$ cat src/rtl/mem_load_unit.sv
// MEM-stage load unit: issues word reads to data memory, aligns and extends the
// returned data, and stalls the pipeline until the write-back value is ready.
//
// state | meaning
// IDLE  | no load in flight; non-load values pass through
// REQ   | read request presented, waiting for dm_ready
// WAIT  | request accepted, waiting for dm_rvalid
// DONE  | result valid on wb_data for one cycle
module mem_load_unit #(
    parameter int addrWidth = 16
) (
    input  logic                 clk,
    input  logic                 rst,
    input  logic                 ld_req,
    input  logic [addrWidth-1:0] ld_addr,
    input  logic [2:0]           ld_funct3,
    input  logic [31:0]          pass_data,
    output logic                 dm_req,
    output logic [addrWidth-1:0] dm_addr,
    input  logic                 dm_ready,
    input  logic                 dm_rvalid,
    input  logic [31:0]          dm_rdata,
    output logic                 stall,
    output logic [31:0]          wb_data,
    output logic                 misalign
);

    typedef enum logic [1:0] {IDLE, REQ, WAIT, DONE} state_t;

    state_t               state, state_nxt;
    logic [addrWidth-1:0] addr_q;
    logic [2:0]           funct3_q;
    logic [31:0]          result;
    logic                 aligned;
    logic                 accept;
    logic [1:0]           off;
    logic [7:0]           byte_sel;
    logic [15:0]          half_sel;
    logic [31:0]          extracted;

    always_comb begin
        aligned = 1'b1;
        case (ld_funct3)
            3'b000, 3'b100: aligned = 1'b1;
            3'b001, 3'b101: aligned = ~ld_addr[0];
            default:        aligned = (ld_addr[1:0] == 2'b00);
        endcase
    end

    assign accept = (state == IDLE) && ld_req && aligned;

    // Byte and halfword lanes are selected by the captured address offset.
    assign off      = addr_q[1:0];
    assign byte_sel = dm_rdata[{off, 3'b000} +: 8];
    assign half_sel = off[1] ? dm_rdata[31:16] : dm_rdata[15:0];

    always_comb begin
        extracted = dm_rdata;
        case (funct3_q)
            3'b000:  extracted = {{24{byte_sel[7]}}, byte_sel};
            3'b100:  extracted = {24'd0, byte_sel};
            3'b001:  extracted = {{16{half_sel[15]}}, half_sel};
            3'b101:  extracted = {16'd0, half_sel};
            default: extracted = dm_rdata;
        endcase
    end

    always_comb begin
        state_nxt = state;
        case (state)
            IDLE:    if (accept) state_nxt = REQ;
            REQ:     if (dm_ready) state_nxt = WAIT;
            WAIT:    if (dm_rvalid) state_nxt = DONE;
            DONE:    state_nxt = IDLE;
            default: state_nxt = IDLE;
        endcase
    end

    always_ff @(posedge clk or posedge rst) begin
        if (rst) begin
            state    <= IDLE;
            addr_q   <= '0;
            funct3_q <= 3'b000;
            result   <= 32'd0;
            misalign <= 1'b0;
        end else begin
            state    <= state_nxt;
            misalign <= (state == IDLE) && ld_req && !aligned;
            if (accept) begin
                addr_q   <= ld_addr;
                funct3_q <= ld_funct3;
            end
            if (state == WAIT && dm_rvalid) begin
                result <= extracted;
            end
        end
    end

    assign dm_req  = (state == REQ);
    assign dm_addr = {addr_q[addrWidth-1:2], 2'b00};
    assign stall   = accept || (state == REQ) || (state == WAIT);

    always_comb begin
        wb_data = pass_data;
        if (state == DONE) begin
            wb_data = result;
        end else if ((state == IDLE) && ld_req && !aligned) begin
            wb_data = 32'd0;
        end
    end

endmodule

$ cat config.mk
export PLATFORM = sky130hd
export DESIGN_NAME = mem_load_unit
export DESIGN_NICKNAME = d
export VERILOG_FILES = /design/src/rtl/mem_load_unit.sv
export SDC_FILE = /design/constraint.sdc
export NUM_CORES = 1
export LEC_CHECK = 0
export ABC_AREA = 1
export ABC_CLOCK_PERIOD_IN_PS = 2500
export BUFFER_PORTS_ARGS = -buffer_cell sky130_fd_sc_hd__buf_2
export CORE_ASPECT_RATIO = 2
export CORE_MARGIN = 2
export CORE_UTILIZATION = 55
export CTS_BUF_LIST = sky130_fd_sc_hd__clkbuf_2
export DETAILED_ROUTE_END_ITERATION = 6
export PLACE_DENSITY = 0.89
export REMOVE_ABC_BUFFERS = 1
export SYNTH_ARGS = -nofsm -noshare
export SYNTH_HDL_FRONTEND = slang
export SYNTH_SLANG_ARGS = --single-unit
$ cat constraint.sdc
create_clock -name clk -period 2.5 [get_ports clk]
set_input_delay 0.375 -clock clk [delete_from_list [all_inputs] [get_ports clk]]
set_output_delay 0.375 -clock clk [all_outputs]
set_load 0.05 [all_outputs]
# Yosys cells after proc, flatten, opt, wreduce, memory -nomap -nowiden
# Cells that the tools add are included.
# Widths: inputs -> output; s select.
[totals]
ff_bits = 54
in_bits = 88
out_inout_bits = 51
wordCells = 42
[op_classes]
eq_ne = 12
n_shift = 1
mux = 9
n_bitwise = 1
n_reduce_logical = 14
[op_table]
columns = ["cell", "count"]
rows = [
  ["$pmux 32 s4", 1],
  ["$mux 32", 2],
  ["$shiftx 32x6->8", 1],
  ["$mux 16", 1],
  ["$eq 3x3->1 const B", 4],
  ["$pmux 2 s4", 1],
  ["$eq 3x1->1 const B", 2],
  ["$logic_not 3->1", 2],
  ["$mux 2", 3],
  ["$eq 2x2->1 const B", 2],
  ["$logic_and 1x1->1", 4],
  ["$logic_not 2->1", 2],
  ["$ne 2x2->1 const B", 2],
  ["$reduce_or 2->1", 2],
  ["$reduce_and 3->1", 1],
  ["$eq 2x1->1 const B", 1],
  ["$logic_or 1x1->1", 2],
  ["$ne 2x1->1 const B", 1],
  ["$pmux 1 s2", 1],
  ["$logic_not 1->1", 1],
  ["$not 1->1", 1],
]

# Logic depth before layout (Yosys ltp)
[depth]
depth_word = 7
mapped_depth = 10
depth_no_buf = 9

# Least setup slack after synthesis
# OpenSTA, ideal clock, no wires.
[synth_path]
path_kind = "register to output"
startpoint = "register state[0]"
endpoint = "output wb_data[10]"
arrival_ns = 2.233
required_ns = 2.125
slack_ns = -0.108
stages_incl_launch_ff = 7
n_path_buf = 2
cell_sequence = "dfrtp_1 ha_1 buf_2 inv_1 clkbuf_1 nand2_1 o21ai_0"
[synth_via]
elab_chain_len = 5
elab_cells_between_ends = 6
cone_classes = "eq/ne (1); mux (2); reduce/logical (3)"
[synth_rtl]
columns = ["element", "line", "source"]
rows = [
  ["start, declared", "30", "state_t state, state_nxt;"],
  ["start signal, assigned", "87", "state <= state_nxt;"],
  ["$logic_not 2->1", "107", "end else if ((state == IDLE) && ld_req && !aligned) begin"],
  ["$logic_and 1x1->1 (2 in a row)", "107", ""],
  ["$mux 32", "107", ""],
  ["$mux 32 *", "105", "if (state == DONE) begin"],
  ["end, declared", "24", "output logic [31:0] wb_data,"],
]
# Mark *: on every way between the ends. The rest lies on a longest branch, timed or not.

# Worst setup path in the final report
# Same ends and word-level chain as after synthesis.

==> key figures <==
Outcome
  – Status: finished, violations left
  – Failing checks: setup timing

Clock network
  – CTS tree: built
  – Cts bufs inserted: 5
  – Number of H-tree levels: 2
  – Max Buffers Root-to-Sink: 2
  – Worst-path clk slew: 0.25 ns
  – Clock sink count: 54
  – Clk_lat worst skew: roughly 0.5 ns
  – Root Buffer: clkbuf_2

Route
  – DR iter-0 viols: approximately 140
  – Drt total wl: ~9900 um
  – Residual DRC: 0
  – Avg WL per Cell: between 10 and 15 um
  – Antenna-violating nets left: 0
  – Vias post-DR: 3821
  – Vias per std cell: between 5 and 6
  – Detailed Routing Iterations Pass 1: 4

Timing
  – Final Hold Slack: 0.0997 ns
  – RSZ-0062 raised after global routing: yes
  – Setup Skew: 0.0234 ns
  – Max-slew headroom: between 50% and 60%
  – Fin. Hold Viols: 0
  – Slew @ Worst Pin: between 0.6 and 0.7 ns
  – Final period util: 101%
  – Final worst slack: -0.0210 ns
  – Fmax: 0.397 GHz
  – Pins over their slew limit: 0
  – Fin crit period: roughly 2.5 ns
  – Final setup vio count: 1

Critical path
  – R2r worst-path depth: 8
  – Launching element type of the critical path: register
  – Critical Path Sink Type: primary output
  – WS Path Type: reg -> out
  – CP max FO: 20
  – Crit path DAT: between 2 and 2.5 ns
  – WP data required: roughly 2.1 ns

Pwr
  – Leakage: 2.61 nW
  – Pwr/cell area: 1340 nW/um^2
  – VDD IR max: 0.847 mV

GRT
  – First-pass GRT wire length: ~15000 um
  – Initial antenna violation count: 0
  – GR Layer Usage met2: roughly half
  – Met3 usage: around 5.7%
  – Vias in the first global route: 3689
  – Global Route Usage Sum: approximately 28%
  – Largest net degree at the start of global routing: 36
  – GR peak layer: met2
  – GR Overflow Total: 0
  – Met1 usage: 28.6%

Place
  – Placer congestion estimate: just under 0.9
  – IO Port Bufs: 136
  – Dpl hpwl: between 7000 and 8000 um
  – Dpl ws: 0.437 ns
  – Dpl cells: 726

Synthesis
  – Yosys warning total: 0
  – Mapped cell area: roughly 3600 um^2
  – Syn Inst Count: 538
  – Synth unique cells: 25
  – Seq/Total Area, Yosys: a little under two fifths
  – Seq cells post-synth: between 50 and 60
  – Avg Cell Area, Syn: between 6 and 7 um^2

Floorplan
  – Die width: 61.2 um
  – Row cnt: a little over 40
  – IO Pins: between 100 and 150
  – Die height: 118 um
  – Die area: slightly above 7000 um^2
  – Core Region: approximately 6300 um^2
  – Initial core utilization: between 50% and 60%

Final layout
  – Commonest cells after routing, fill and taps aside: nand2_1 (205), buf_2 (114), inv_1 (67)
  – Share of cells above drive strength 1: between 20 and 30%
  – Finished Layout Cells: 736
  – Number of diodes: 0
  – P&R area growth vs syn: 20.8%
  – Most common cell after layout, fill and taps aside: nand2_1
  – Post-layout utilization of the core: between 60% and 70%
  – Nets: 741

Flow run
  – Max-cap violations: 0

Worst hold path
  – Worst hold path class: in -> reg
  – Hold Path Depth: 3
[worst paths after layout]
kind / startpoint / end / slack (ns)
setup / recovery: state[0] / wb_data[10] / -0.02
hold / removal: ld_addr[9] / addr_q[9] / 0.1
setup reg to reg: addr_q[1] / result[18] / 0.51
hold reg to reg: addr_q[13] / addr_q[13] / 0.51
max in group asynchronous: rst / addr_q[7] / 1.42
min in group asynchronous: rst / result[14] / 0.41
[cell usage after synthesis]
master / instances / area (um^2)
nand2_1: 207 / 777
nor2_1: 16 / 60.1
buf_2: 13 / 65.1
o21ai_0: 19 / 95.1
a21boi_0: 1 / 7.51
conb_1: 1 / 3.75
a21oi_1: 40 / 200
inv_1: 68 / 255
dfrtp_1: 54 / 1350
nand3_1: 37 / 185
or2_2: 1 / 6.26
buf_6: 5 / 56.3
o21ai_1: 2 / 10.0
inv_4: 1 / 6.26
nand2_2: 4 / 25.0
buf_4: 18 / 135
o22ai_1: 21 / 131
clkbuf_1: 11 / 41.3
nand2_4: 1 / 11.3
nor2_4: 3 / 33.8
a31oi_1: 5 / 31.3
o21ai_4: 1 / 16.3
ha_1: 4 / 50.1
nand3_2: 4 / 40.0
inv_2: 1 / 3.75
[critical path, cell delays in order, from the launching register on]
cell	delay, ns
dfrtp_1	0.47
inv_1	0.09
ha_1	0.24
nand2_2	0.11
nor2_4	0.06
buf_12	0.15
o21ai_0	0.24
clkbuf_4	0.30
[state kept, by name (all words and copies together) (netlist names)]
| name | cells |
|---|---|
| state | 2 |
| misalign | 1 |
| addr_q | 16 |
| result | 32 |
| funct3_q | 3 |
[layout make-up]
cell class	instances	area, um^2
inverters	70	265
flip-flops and latches	54	1350
well taps	86	108
repair buffers	150	892
fillers	554	1960
clock inverters	2	8.76
clock buffers	6	30.0
multi-input cells	368	1690
[cell families (layout without fill, tap and decap cells)]
family | count (synthesis) | count (layout) | synth area share [%]
compound gates | 89 | 89 | 13.7
other cells | 1 | 2 | 0.104
flops | 54 | 54 | 37.6
buf+inv | 117 | 228 | 15.6
fa+ha+maj | 4 | 4 | 1.39
simple gates | 273 | 273 | 31.6
[stage by stage]
| step | TNS, ns | power, mW | cell area [um^2] |
|---|---|---|---|
| global placement | 0 | 5.23 | 4210 |
| floorplan | -13.06 | 4.39 | 3300 |
| CTS | 0 | 5.71 | 4280 |
| detailed placement | 0 | 5.35 | 4210 |
| finish | -0.0210 | 5.84 | 4350 |
| global route | -0.247 | 6.25 | 4350 |
[what timing repair did]
item | 4_1_cts | 5_1_grt
setup buffers | 1 | 0
hold buffers | 1 | 0
resized for setup | 0 | 37
pin swaps | 1 | 0
endpoints found under the hold margin | 21 | 0
endpoints found under the setup margin | 20 | 29
[where the power goes]
| part | leakage, nW | total (mW) | switching, mW | internal [mW] |
|---|---|---|---|---|
| sequential | 0.638 | 1.56 | 0.276 | 1.28 |
| combinational | 1.94 | 3.93 | 2.80 | 1.13 |
| clock | 0.0304 | 0.357 | 0.288 | 0.0686 |
[layer usage]
layer / wire length [um] / part of all wire, % / vias up
met4: 445 / 4.5 / 0
li1: - / - / 1880
met5: 0 / 0 / -
met3: 706 / 7.1 / 35
met1: 3340 / 34 / 1741
met2: 5430 / 55 / 165
No activity file was read; power rests on OpenSTA's default activity.
